===== src/rtl/sr04_echo_responder.sv =====
`default_nettype none
// ============================================================================
//  Module      : sr04_echo_responder
//  Description : HC-SR04 ultrasonic sensor emulator. Accepts a trig pulse,
//                waits the burst delay, then answers with an echo pulse whose
//                width encodes the emulated target distance.
//  Revision    : 1.0 - initial release
// ============================================================================
module sr04_echo_responder #(
   parameter int CLK_FREQ    = 100_000_000,
   parameter int TRIG_MIN_US = 10,
   parameter int BURST_US    = 200,
   parameter int US_PER_CM   = 58,
   parameter int MAX_CM      = 400,
   parameter int TIMEOUT_US  = 38000,
   parameter int HOLDOFF_US  = 10000
) (
   input  logic       clk,
   input  logic       rst,
   input  logic       trig,
   input  logic [9:0] distance_cm,
   output logic       echo,
   output logic       busy,
   output logic       trig_err,
   output logic [7:0] meas_cnt
);

   localparam int TICKS = (CLK_FREQ / 1_000_000 > 0) ? CLK_FREQ / 1_000_000 : 1;
   localparam int TW    = (TICKS > 1) ? $clog2(TICKS) : 1;

   localparam logic [TW-1:0] TICK_LAST   = TW'(TICKS - 1);
   localparam logic [15:0]   TRIG_MIN_W  = 16'(TRIG_MIN_US);
   localparam logic [15:0]   BURST_W     = 16'(BURST_US);
   localparam logic [15:0]   US_PER_CM_W = 16'(US_PER_CM);
   localparam logic [15:0]   TIMEOUT_W   = 16'(TIMEOUT_US);
   localparam logic [15:0]   HOLDOFF_W   = 16'(HOLDOFF_US);
   localparam logic [9:0]    MAX_CM_W    = 10'(MAX_CM);

   typedef enum logic [2:0] {
      IDLE    = 3'd0,
      TRIG_HI = 3'd1,
      BURST   = 3'd2,
      ECHO    = 3'd3,
      HOLDOFF = 3'd4
   } state_t;

   state_t          state;
   state_t          state_next;
   logic            trig_s1;
   logic            trig_s2;
   logic            trig_s3;
   logic            trig_rise;
   logic            trig_fall;
   logic [TW-1:0]   tick_cnt;
   logic            tick;
   logic [15:0]     us_cnt;
   logic [15:0]     us_next;
   logic            state_entry;
   logic [9:0]      dist_lat;
   logic [15:0]     echo_width;
   logic            latch_dist;
   logic            trig_rej;
   logic            echo_end;

   assign trig_rise   = trig_s2 & ~trig_s3;
   assign trig_fall   = ~trig_s2 & trig_s3;
   assign tick        = (tick_cnt == TICK_LAST);
   assign state_entry = (state_next != state);
   // Saturating count including the tick of the current cycle, so each
   // interval ends exactly when its last microsecond completes.
   assign us_next     = (tick && us_cnt != 16'hFFFF) ? us_cnt + 16'd1 : us_cnt;

   // Two-stage synchronizer plus an edge-detect flop for the async trig input
   always_ff @(posedge clk or negedge rst) begin
      if (!rst) begin
         trig_s1 <= 1'b0;
         trig_s2 <= 1'b0;
         trig_s3 <= 1'b0;
      end else begin
         trig_s1 <= trig;
         trig_s2 <= trig_s1;
         trig_s3 <= trig_s2;
      end
   end

   // Microsecond prescaler; restarts on every state entry for exact intervals
   always_ff @(posedge clk or negedge rst) begin
      if (!rst) begin
         tick_cnt <= '0;
      end else if (state_entry || tick) begin
         tick_cnt <= '0;
      end else begin
         tick_cnt <= tick_cnt + 1'b1;
      end
   end

   // Microsecond counter for the current state, cleared on state entry
   always_ff @(posedge clk or negedge rst) begin
      if (!rst) begin
         us_cnt <= '0;
      end else if (state_entry) begin
         us_cnt <= '0;
      end else begin
         us_cnt <= us_next;
      end
   end

   // Distance is captured once per accepted trig and held for the measurement
   always_ff @(posedge clk or negedge rst) begin
      if (!rst) begin
         dist_lat <= '0;
      end else if (latch_dist) begin
         dist_lat <= distance_cm;
      end
   end

   // Echo width from the latched distance; zero or out-of-range gives timeout
   always_comb begin
      echo_width = 16'(dist_lat) * US_PER_CM_W;
      if (dist_lat == 10'd0 || dist_lat > MAX_CM_W) begin
         echo_width = TIMEOUT_W;
      end
   end

   // State register
   always_ff @(posedge clk or negedge rst) begin
      if (!rst) begin
         state <= IDLE;
      end else begin
         state <= state_next;
      end
   end

   // Next-state logic and per-transition strobes
   always_comb begin
      state_next = state;
      latch_dist = 1'b0;
      trig_rej   = 1'b0;
      echo_end   = 1'b0;
      case (state)
         IDLE: begin
            if (trig_rise) state_next = TRIG_HI;
         end
         TRIG_HI: begin
            if (trig_fall) begin
               if (us_next >= TRIG_MIN_W) begin
                  latch_dist = 1'b1;
                  state_next = BURST;
               end else begin
                  trig_rej   = 1'b1;
                  state_next = IDLE;
               end
            end
         end
         BURST: begin
            if (us_next >= BURST_W) state_next = ECHO;
         end
         ECHO: begin
            if (us_next >= echo_width) begin
               echo_end   = 1'b1;
               state_next = HOLDOFF;
            end
         end
         HOLDOFF: begin
            if (us_next >= HOLDOFF_W) state_next = IDLE;
         end
         default: state_next = IDLE;
      endcase
   end

   // Registered outputs derived from the upcoming state and transition strobes
   always_ff @(posedge clk or negedge rst) begin
      if (!rst) begin
         echo     <= 1'b0;
         busy     <= 1'b0;
         trig_err <= 1'b0;
         meas_cnt <= '0;
      end else begin
         echo     <= (state_next == ECHO);
         busy     <= (state_next == BURST) || (state_next == ECHO) ||
                     (state_next == HOLDOFF);
         trig_err <= trig_rej;
         if (echo_end) meas_cnt <= meas_cnt + 8'd1;
      end
   end

endmodule
`default_nettype wire


===== config.mk =====
export PLATFORM = sky130hd
export DESIGN_NAME = sr04_echo_responder
export DESIGN_NICKNAME = d
export VERILOG_FILES = /design/src/rtl/sr04_echo_responder.sv
export SDC_FILE = /design/constraint.sdc
export NUM_CORES = 1
export LEC_CHECK = 0
export CORE_MARGIN = 2
export CORE_UTILIZATION = 45
export CTS_CLUSTER_DIAMETER = 100
export CTS_CLUSTER_SIZE = 24
export DETAILED_ROUTE_END_ITERATION = 7
export DONT_BUFFER_PORTS = 1
export HOLD_SLACK_MARGIN = 0.1
export PLACE_DENSITY_LB_ADDON = 0.08
export SLEW_MARGIN = 10
export SYNTH_ARGS = -nofsm -noshare
export SYNTH_HDL_FRONTEND = slang
export SYNTH_SLANG_ARGS = --single-unit

===== constraint.sdc =====
create_clock -name clk -period 8.2 [get_ports clk]
set_clock_uncertainty 0.2 [all_clocks]
set_input_delay 2.46 -clock clk [delete_from_list [all_inputs] [get_ports clk]]
set_output_delay 2.46 -clock clk [all_outputs]
set_load 0.02 [all_outputs]

-- After elaboration in Yosys (flattened, before gate mapping)
Cells that the tools add are included.
- equality and inequality tests: 10
- bitwise operators: 4
- multiplexer cells: 19
- reductions and logical operators: 7
- order comparisons: 5
- $mul: 1
- shift operators: 0
- divide/modulo/power cells: 0
- $add $sub $neg: 3
- operator list (kind ; number):
    16-bit two-way mux ; 3
    16-bit by 1-bit adder with 16-bit output (second input constant) ; 1
    16-bit by 14-bit >= comparator with 1-bit output (second input constant) ; 1
    16-bit >= comparator ; 1
    16-bit by 4-bit >= comparator with 1-bit output (second input constant) ; 1
    16-bit by 8-bit >= comparator with 1-bit output (second input constant) ; 1
    16-bit != test (second input constant) ; 1
    10-bit by 5-bit multiplier with 15-bit output (second input constant) ; 1
    3-bit two-way mux ; 5
    3-bit one-hot mux with 5 select lines ; 1
    3-bit by 2-bit equality test with 1-bit output (second input constant) ; 4
    10-bit by 9-bit > comparator with 1-bit output (second input constant) ; 1
    10-bit logical NOT ; 1
    8-bit by 1-bit adder with 8-bit output (second input constant) ; 1
    1-bit two-way mux ; 8
    7-bit by 1-bit adder with 7-bit output (second input constant) ; 1
    7-bit equality test (second input constant) ; 1
    7-bit two-way mux ; 1
    3-bit equality test (second input constant) ; 2
    1-bit logical OR ; 4
    3-bit by 1-bit equality test with 1-bit output (second input constant) ; 1
    3-bit logical NOT ; 1
    3-bit != test ; 1
    1-bit bitwise AND ; 2
    3 further kinds ; 4
- bits in writable memories: 0
- ROM bits: 0
- register bits: 50
- memories: 0
- output and inout port bits: 11
- latch bits: 0

-- Depth between registers and ports, before layout
Gate-level depths: netlist of run 1.
- depth in word-level cells: 10
- gate-level depth with buffers: 25
- depth with buffers taken out: 24

-- Worst setup path before layout of run 1
OpenSTA, ideal clock, no wires.
- path type: register to register
- start point: register dist_lat[1]
- end point: register tick_cnt[2]
- period minus slack after synthesis: 5.605 ns
- data required time: 7.914 ns
- stages on the path, launching flop included: 24
- arrival: 5.319 ns
- path buffers: 1
- slack: 2.595 ns
- cells stage by stage: dfrtp_1 > inv_1 > fa_1 > inv_1 > ha_1 > fa_1 > ha_1 > a21o_1 > a21oi_1 > o21ai_0 > a41oi_1 > nor2b_1 > xnor2_1 > nand2_1 > ha_1 > a21oi_1 > o21ai_0 > or4_1 > nor4_1 > o21ai_0 > a31oi_1 > o221ai_2 > buf_2 > nor3_1
- cells in the longest elaborated chain, start to end: 9
- ends and longest elaborated chain (element ; RTL line ; source):
    start, declared ; 59 ; logic [9:0] dist_lat;
    start signal, assigned ; 113 ; dist_lat <= distance_cm;
    parallel branches: the longest is 2 deep, another holds 10-bit by 5-bit multiplier with 15-bit output ; -- ;
    16-bit two-way mux (*) ; 120 ; if (dist_lat == 10'd0 || dist_lat > MAX_CM_W) begin
    16-bit >= comparator (*) ; 159 ; if (us_next >= echo_width) begin
    3-bit two-way mux (*) ; 159 ;
    3-bit one-hot mux with 5 select lines (*) ; 140 ; case (state)
    3-bit != test (*) ; 68 ; assign state_entry = (state_next != state);
    1-bit logical OR (*) ; 90 ; end else if (state_entry || tick) begin
    7-bit two-way mux (*) ; 90 ;
    end signal, assigned ; 93 ; tick_cnt <= tick_cnt + 1'b1;
    end, declared ; 54 ; logic [TW-1:0] tick_cnt;
Mark *: on every way between the ends.
A chain may end at the register's enable or synchronous reset.

-- Worst setup path in the final report of run 1
- start point: register dist_lat[1]
- end point: register tick_cnt[6]
The elaborated chain is that of the path after synthesis.

==> metrics, run 1 <==
status=finished, final reports clean; number of flops mapped to enable cells by yosys=0; P&R area growth vs syn=3.71%; area leader, netlist=dfrtp_1; Rows=36; Startpoint Class=flop; num ports=24; half-perimeter wire length after placement=6770 um; CP Class=flop to flop; pwr dens=145 nW/um2; fmax=about 0.16 GHz; WP data arrival=6.31 ns; Root Driver=clkbuf_8; crit path max fanout=23; CP Capture Type=flop; cts repair resizes=0; clk sink count=50; grt met2 use=30.5%; Clock power frac=between 20% and 30%; hold_buf cts=0; Fin Setup TNS=0 ns; Main synth FF type=dfrtp_1; Post-synth top cells=ha_1, dfrtp_1, inv_1; most numerous cell in the Yosys netlist=ha_1; met1 Resource Use GR=21.9%; RSZ-0062 raised after global routing=no; Clk Latency, worst-skew pair=about 0.32 ns; P_int=436 uW; clock-pin slew on the worst setup and hold paths=0.11 ns; Hold Slack=0.159 ns; drt wl/cell=between 10 and 15 um; vias=~3.3k; DR vias/cell=5.45; Synth top area share=28.1%; TritonCTS clock tree=done; Ys Warns=0; sequential area share after synthesis=28.1%; Final Cycle Share=roughly 77%; DIE AREA=10,700 um2; Die W=104 um; Mean Syn Cell Area=9.40 um2; leakage=2.22 nW; mapped cell area=4460 um2; final net count=549; library cells used by synthesis=63; vias in the first global route=roughly 3.2k; gr busiest metal=met2; gr ovfl total=0; H-tree depth=2; Fillers=just over 900; syn nets=560; post-synthesis async set-or-reset flop share=between 90% and 100%; Placer Congestion=0.788; fraction of layout instances using a drive strength above 1=7.11%; final setup vio count=0; largest cells by area after synthesis=dfrtp_1, ha_1, fa_1, xnor2_1, inv_1; Final Hold Fails=0; Synth Register Bits=50; clock buffer depth=2; Post-CTS Repair Setup Buffers=0; DR iter-0 viols=103; Max Cap Viol=0; slew margin rel.=24.8%; Initial Utilization=between 40% and 50%; Period minus WS final=6.28 ns; GRT met3 Usage=~2.3%; core region area=9680 um2; Chip Height=104 um; Slew Viols, Final=0; combinational share of power=36.1%; First-pass DRT Iterations=4; VDD IR max=0.0597 mV; total track usage=17.1%; CTS Buf Count=5; DRC violation count after routing=0; post-route ant nets=0; Critical Path RT=8.23 ns; IO Port Bufs=0; Ant. Diodes=0; initial antenna violation count=0; sequential power share=41.1%; largest net degree at the start of global routing=51; Mapped Cells=around 470; Net Sw Frac=34.9%; Worst Max-Slew Pin Slew=1.13 ns; final wirelength=~8600 um; Hold Path Class=flop to flop; first-pass GRT wire length=~15,000 um; NetSw=234 uW
[layout make-up]
type	instances	area [um2]	share of cell area (%)
clock buffer	5	68.8	1.49
inverter	43	161	3.49
multi-input combinational	362	2940	63.7
timing repair buffer	1	7.51	0.162
tap	133	166	3.60
clock inverter	3	21.3	0.460
sequential	50	1250	27.1
[kinds of logic (layout without fill, tap and decap cells)]
logic type      count (synthesis)  after routing  synth area share (%)
simple gates                  173            173                  21.4
fa+ha+maj                      73             73                  23.0
compound gates                 70             70                  11.1
buf+inv                        62             52                  5.84
flops                          50             50                  28.1
xor+xnor                       34             34                  6.68
mux                            12             12                  3.88
[power by group through the flow]
| stage | Sequential (mW) | Clock (mW) | Combinational [mW] |
|---|---|---|---|
| final | 0.275 | 0.153 | 0.242 |
| after global routing | 0.278 | 0.169 | 0.285 |
| after CTS | 0.275 | 0.159 | 0.246 |
| after detailed placement | 0.280 | 0 | 0.245 |
| after global placement | 0.279 | 0 | 0.242 |
| after floorplan | 0.276 | 0 | 0.205 |
[final timing paths]
| path | startpoint | end | slack (ns) | cells past startpoint |
|---|---|---|---|---|
| hold reg to reg | trig_s1$_DFF_PN0_ | trig_s2$_DFF_PN0_ | 0.16 | 0 |
| setup reg to reg | dist_lat[1]$_DFFE_PN0P_ | tick_cnt[6]$_DFF_PN0_ | 1.92 | 22 |
| setup / recovery | dist_lat[1]$_DFFE_PN0P_ | tick_cnt[6]$_DFF_PN0_ | 1.92 | 22 |
| min in group asynchronous | rst | tick_cnt[2]$_DFF_PN0_ | 1.62 | 0 |
| hold / removal | trig_s1$_DFF_PN0_ | trig_s2$_DFF_PN0_ | 0.16 | 0 |
| max in group asynchronous | rst | state[1]$_DFF_PN0_ | 6.08 | 0 |
[flip-flops by register name, summed over array words and instances (netlist names)]
signal	cells
meas_cnt	8
tick_cnt	7
trig_s1	1
busy	1
state	3
dist_lat	10
us_cnt	16
trig_s2	1
echo	1
trig_s3	1
trig_err	1
[critical path, stage by stage, from the launching register on]
cell	delay [ns]
dfrtp_1	0.44
inv_1	0.11
fa_1	0.54
inv_1	0.04
ha_1	0.30
fa_1	0.46
ha_1	0.33
a21o_1	0.18
a21oi_1	0.18
o21ai_0	0.14
a41oi_1	0.27
nor2b_1	0.19
xnor2_1	0.13
nand2_1	0.08
ha_1	0.29
a21oi_1	0.14
o21ai_0	0.13
or4_1	0.48
nor4_1	0.38
o21ai_0	0.17
a31oi_1	0.24
o221ai_2	0.46
nor3_1	0.31
[stage by stage]
| stage | setup WS [ns] | instances | instance area (um2) | utilization [%] | power [mW] |
|---|---|---|---|---|---|
| after floorplan | 2.59 | 474 | 4460 | - | 0.481 |
| after global placement | 2.08 | 589 | 4530 | 46.8 | 0.521 |
| after detailed placement | 1.89 | 589 | 4530 | 46.8 | 0.525 |
| after CTS | 1.86 | 597 | 4620 | 47.7 | 0.681 |
| after global routing | 1.27 | 597 | 4620 | 47.7 | 0.732 |
| final | 1.92 | 597 | 4620 | 47.7 | 0.670 |
[cell usage in the layout (no fill, tap or decap), drive strengths merged, types with 15 or more instances in the layout]
master / Yosys / layout
nand2: 41 / 41
nor2b: 17 / 17
dfrtp: 50 / 50
ha: 58 / 58
nand3: 18 / 18
inv: 43 / 43
nor2: 22 / 22
fa: 15 / 15
a21oi: 17 / 17
xnor2: 22 / 22
nor3: 18 / 18
o21ai: 17 / 17
[metal layers]
metal  wire [um]  vias to the layer above
met5           0                        -
met4         109                        0
met3         253                       10
met2        4290                       51
met1        3990                     1562
li1            -                     1631
No activity file was read; power rests on OpenSTA's default activity.
==> inputs of run 2 (changes only) <==
clock period = 6 ns   (was 8.2 ns; I/O delays follow)
==> metrics, run 2 (same netlist as run 1, synthesis figures left out) <==
Max Cap Viol=0; final net count=~560; slew margin rel.=a little under a third; most common cell after layout, fill and taps aside=ha_1; Post-DP Area=4580 um2; DR vias/cell=5.45; IO Port Bufs=0; clock buffer depth=2; CP Class=flop to flop; first-pass GRT wire length=15,500 um; Chip Height=104 um; DIE AREA=10,700 um2; half-perimeter wire length after placement=7020 um; leakage=about 2.3 nW; Period minus WS final=5.60 ns; Fillers=approximately 920; cell area after layout=4710 um2; fraction of layout instances using a drive strength above 1=just under 9%; post-route ant nets=0; Placer Congestion=~0.8; drt wl/cell=15.1 um; R2R Setup Slk=0.40 ns; Final Cycle Share=between 90% and 100%; biggest regs=us_cnt: 16 flops, dist_lat: 10 flops, meas_cnt: 8 flops; Final Power=about 980 uW; Fin Setup TNS=0 ns; Die W=around 100 um; total track usage=17.5%; CP Capture Type=flop; DR iter-0 viols=between 100 and 150; Rows=36; pwr dens=207 nW/um2; area occupied by multi-input gates=2970 um2; Clock power frac=26.0%; core region area=9680 um2; Net Sw Frac=between 30 and 40%; vias in the first global route=3,281; max reg flops=16; Clk Latency, worst-skew pair=0.31 ns; P&R area growth vs syn=5.73%; sequential power share=approximately two fifths; final setup vio count=0; Final Hold Fails=0; combinational share of power=between 30% and 40%; gr ovfl total=0; R2R cell count=23; largest net degree at the start of global routing=51; final wirelength=9110 um; Worst Max-Slew Pin Slew=roughly 1 ns; DRC violation count after routing=0; fmax=roughly 0.18 GHz; First-pass DRT Iterations=6; crit path capture=tick_cnt[6]$_DFF_PN0_; initial antenna violation count=0; Reg area=about 1300 um2; Startpoint Class=flop; H-tree depth=2; Initial Utilization=46.0%; Hold Path Class=flop to flop; Most flops, register=us_cnt; Root Driver=clkbuf_8; Critical Path RT=6.04 ns; Ant. Diodes=0; TritonCTS clock tree=done; vias=3,284; RR Startpoint=dist_lat[3]$_DFFE_PN0P_; most frequent cells in the layout=ha_1, dfrtp_1, inv_1; CTS Buf Count=5; WP data arrival=5.64 ns; status=finished, final reports clean; RSZ-0062 raised after global routing=no; Slew Viols, Final=0; crit path launch=dist_lat[3]$_DFFE_PN0P_; P_int=between 600 and 700 uW; crit path max fanout=23; VDD IR max=0.0944 mV; clk sink count=50; Worst R2R End=tick_cnt[6]$_DFF_PN0_; num ports=24; clock-pin slew on the worst setup and hold paths=0.11 ns; NetSw=331 uW
-- run 2: cell types whose count changed in the layout (fill, tap and decap cells not counted), sizes merged --
cell,delta
buf,+6
bufinv,+1
clkinv,-1
clkinvlp,-1
inv,+1
-- run 2: power groups by stage --
stage	registers (mW)	clock network, mW	logic, mW
after global routing	0.378	0.276	0.404
after detailed placement	0.381	0	0.344
after global placement	0.380	0	0.337
after floorplan	0.377	0	0.280
after CTS	0.374	0.265	0.347
final	0.374	0.254	0.347
-- run 2: cell type report --
class                      instances  share of cell area [%]
clock inverter                     3                   0.930
sequential                        50                    26.6
inverter                          43                    3.43
multi-input combinational        362                    63.0
timing repair buffer               7                    1.12
tap                              133                    3.53
clock buffer                       5                    1.46
-- run 2: what timing repair did --
action | 4_1_cts | 5_1_grt
setup buffers | 0 | 0
resized for setup | 0 | 6
hold buffers | 0 | 0
setup endpoints to repair | 0 | 30
-- run 2: critical path, stage by stage (launching register included) --
cell and delay [ns]:
dfrtp_1 0.39, inv_1 0.13, fa_1 0.49, inv_1 0.04, ha_1 0.30, fa_1 0.46
ha_1 0.34, a21o_1 0.19, a21oi_1 0.21, o21ai_1 0.14, a41oi_2 0.17, nor2b_1 0.18
xnor2_1 0.13, nand2_1 0.07, ha_1 0.29, a21oi_1 0.14, o21ai_0 0.12, or4_1 0.49
nor4_2 0.19, o21ai_0 0.13, a31oi_1 0.21, o221ai_2 0.12, buf_4 0.23, nor3_1 0.19
-- run 2: worst min-delay path by stage --
stage | from | end | cells past startpoint
finish | trig_s1$_DFF_PN0_ | trig_s2$_DFF_PN0_ | 0
global route | trig_s1$_DFF_PN0_ | trig_s2$_DFF_PN0_ | 0
CTS | trig_s1$_DFF_PN0_ | trig_s2$_DFF_PN0_ | 0
detailed placement | trig_s1$_DFF_PN0_ | trig_s2$_DFF_PN0_ | 0
global placement | trig_s1$_DFF_PN0_ | trig_s2$_DFF_PN0_ | 0
floorplan | trig_s1$_DFF_PN0_ | trig_s2$_DFF_PN0_ | 0
-- run 2: routing by layer --
metal | vias to the layer above | global-route usage, % | wire length, um
li1 | 1647 | - | -
met1 | 1580 | 22.0 | 4190
met2 | 50 | 32.2 | 4610
met3 | 7 | 2.39 | 242
met4 | 0 | 2.99 | 71
met5 | - | 0 | 0
-- run 2: per-stage QoR --
stage	worst slack (ns)	instances	hold WS, ns	util, %
final	0.396	603	0.160	48.6
after global routing	0.00535	603	0.167	48.6
after CTS	0.139	603	0.164	48.4
after detailed placement	0.180	595	0.139	47.2
after global placement	0.198	595	0.135	47.2
after floorplan	0.395	474	0.131	-
==> inputs of run 3 (changes only) <==
CELL_PAD_IN_SITES_DETAIL_PLACEMENT = 0   (was unset)
CELL_PAD_IN_SITES_GLOBAL_PLACEMENT = 2   (was unset)
CORE_UTILIZATION = 42   (was 45)
==> metrics, run 3 (same netlist as run 1, synthesis figures left out) <==
status=finished, final reports clean; DIE AREA=11,400 um2; max reg flops=16; Placer Congestion=between 0.8 and 0.9; Slew Viols, Final=0; biggest regs=us_cnt: 16 flops, dist_lat: 10 flops, meas_cnt: 8 flops; Ant. Diodes=0; TritonCTS clock tree=done; Chip Height=107 um; slew margin rel.=a little under two fifths; vias in the first global route=3,386; Critical Path RT=6.04 ns; final setup vio count=0; Clk Latency, worst-skew pair=0.31 ns; DR vias/cell=5.41; VDD IR max=around 0.1 mV; final core occ=roughly 46%; Hold Slack=approximately 0.16 ns; hold_buf cts=0; First-pass DRT Iterations=4; DR iter-0 viols=106; Fillers=1,013; clock-pin slew on the worst setup and hold paths=around 0.10 ns; Crit path top cell by count=ha_1; Period minus WS final=5.66 ns; Final Power=slightly below 1 mW; H-tree depth=2; clock buffer depth=2; setup slack after layout=roughly 0.34 ns; worst-path cell chain=inv_1 -> fa_1 -> inv_1 -> ha_1 -> fa_1 -> ha_1 -> a21o_1 -> a21oi_1 -> o21ai_1 -> a41oi_2 -> nor2b_2 -> xnor2_1 -> nand2_1 -> ha_1 -> a21oi_1 -> o21ai_0 -> or4_1 -> nor4_4 -> o21ai_0 -> a31oi_1 -> o221ai_2 -> buf_6 -> nor3_1; first-pass GRT wire length=16,000 um; Rows=37; most frequent cells in the layout=ha_1, dfrtp_1, inv_1; core region area=10,300 um2; Die W=107 um; Worst Max-Slew Pin Slew=0.931 ns; final net count=roughly 560; worst path buffer plus inverter count=3; Hold Path Class=flop to flop; gr ovfl total=0; post-route ant nets=0; CP Capture Type=flop; total track usage=17.4%; P&R area growth vs syn=6.54%; most common cell after layout, fill and taps aside=ha_1; initial antenna violation count=0; drt wl/cell=15.4 um; IO Port Bufs=0; largest net degree at the start of global routing=about 50; fraction of layout instances using a drive strength above 1=9.55%; Most flops, register=us_cnt; leakage=2.30 nW; crit path max fanout=23; Max Cap Viol=0; Final Hold Fails=0; Crit-path slowest cell=or4_1; num ports=24; WP data arrival=about 5.7 ns; DRC violation count after routing=0; Placement Setup Slack=between 0.1 and 0.15 ns; CTS Buf Count=5; Largest stage delay, worst path=0.53 ns; Startpoint Class=flop; CP Class=flop to flop; Initial Utilization=43.2%; Top delay family on crit path=adder cells; pwr dens=about 210 nW/um2; vias=3,286; clk sink count=50; fmax=approximately 0.18 GHz; half-perimeter wire length after placement=7260 um; Root Driver=clkbuf_8; final wirelength=9380 um; Final Cycle Share=94.4%
run 3: cell types whose count changed in the layout (fill, tap and decap cells not counted), sizes merged:
cell  change
buf       +1
run 3: repair_timing:
action / 4_1_cts / 5_1_grt
setup buffers: 0 / 2
endpoints found under the hold margin: 0 / 0
endpoints found under the setup margin: 0 / 31
resized for setup: 0 / 11
run 3: where the power goes:
part	internal [mW]	switching, mW
clock	0.125	0.126
sequential	0.354	0.0217
combinational	0.167	0.184
run 3: per-layer routing:
layer  track usage [%]  vias to the layer above  part of all wire [%]
met5                 0                        -                     0
li1                  -                     1646                     -
met4              4.55                        0                   1.5
met2              30.4                       43                    49
met3              2.19                       11                   2.3
met1              22.7                     1586                    47
run 3: cell type report:
class	instances	area (um2)	share of cell area, %
Multi-Input combinational cell	362	2990	62.9
Sequential cell	50	1250	26.4
Tap cell	136	170	3.58
Inverter	43	161	3.40
Clock buffer	5	68.8	1.45
Timing Repair Buffer	8	63.8	1.34
Clock inverter	3	43.8	0.923
run 3: worst reg2reg max path: stages, from the launching register on:
cell      delay [ns]
dfrtp_1         0.42
inv_1           0.12
fa_1            0.51
inv_1           0.04
ha_1            0.30
fa_1            0.46
ha_1            0.33
a21o_1          0.19
a21oi_1         0.20
o21ai_1         0.13
a41oi_2         0.20
nor2b_2         0.17
xnor2_1         0.12
nand2_1         0.07
ha_1            0.29
a21oi_1         0.14
o21ai_0         0.12
or4_1           0.53
nor4_4          0.17
o21ai_0         0.12
a31oi_1         0.23
o221ai_2        0.13
buf_6           0.19
nor3_1          0.19
run 3: worst paths after layout:
check                                             start                      end  slack, ns  cells after the start
max in group asynchronous                           rst  dist_lat[9]$_DFFE_PN0P_       4.54                      0
worst max-delay path            dist_lat[2]$_DFFE_PN0P_    tick_cnt[2]$_DFF_PN0_       0.34                     23
min in group asynchronous                           rst    tick_cnt[3]$_DFF_PN0_       0.97                      0
worst min-delay path                  trig_s1$_DFF_PN0_        trig_s2$_DFF_PN0_       0.16                      0
worst max register to register  dist_lat[2]$_DFFE_PN0P_    tick_cnt[2]$_DFF_PN0_       0.34                     23
worst min register to register        trig_s1$_DFF_PN0_        trig_s2$_DFF_PN0_       0.16                      0
run 3: stage by stage:
| step | cell area (um2) | setup TNS (ns) | std cells |
|---|---|---|---|
| final | 4750 | 0 | 607 |
| after global routing | 4750 | -0.0153 | 607 |
| after CTS | 4680 | 0 | 605 |
| after detailed placement | 4570 | 0 | 597 |
| after global placement | 4570 | 0 | 597 |
| after floorplan | 4460 | 0 | 474 |
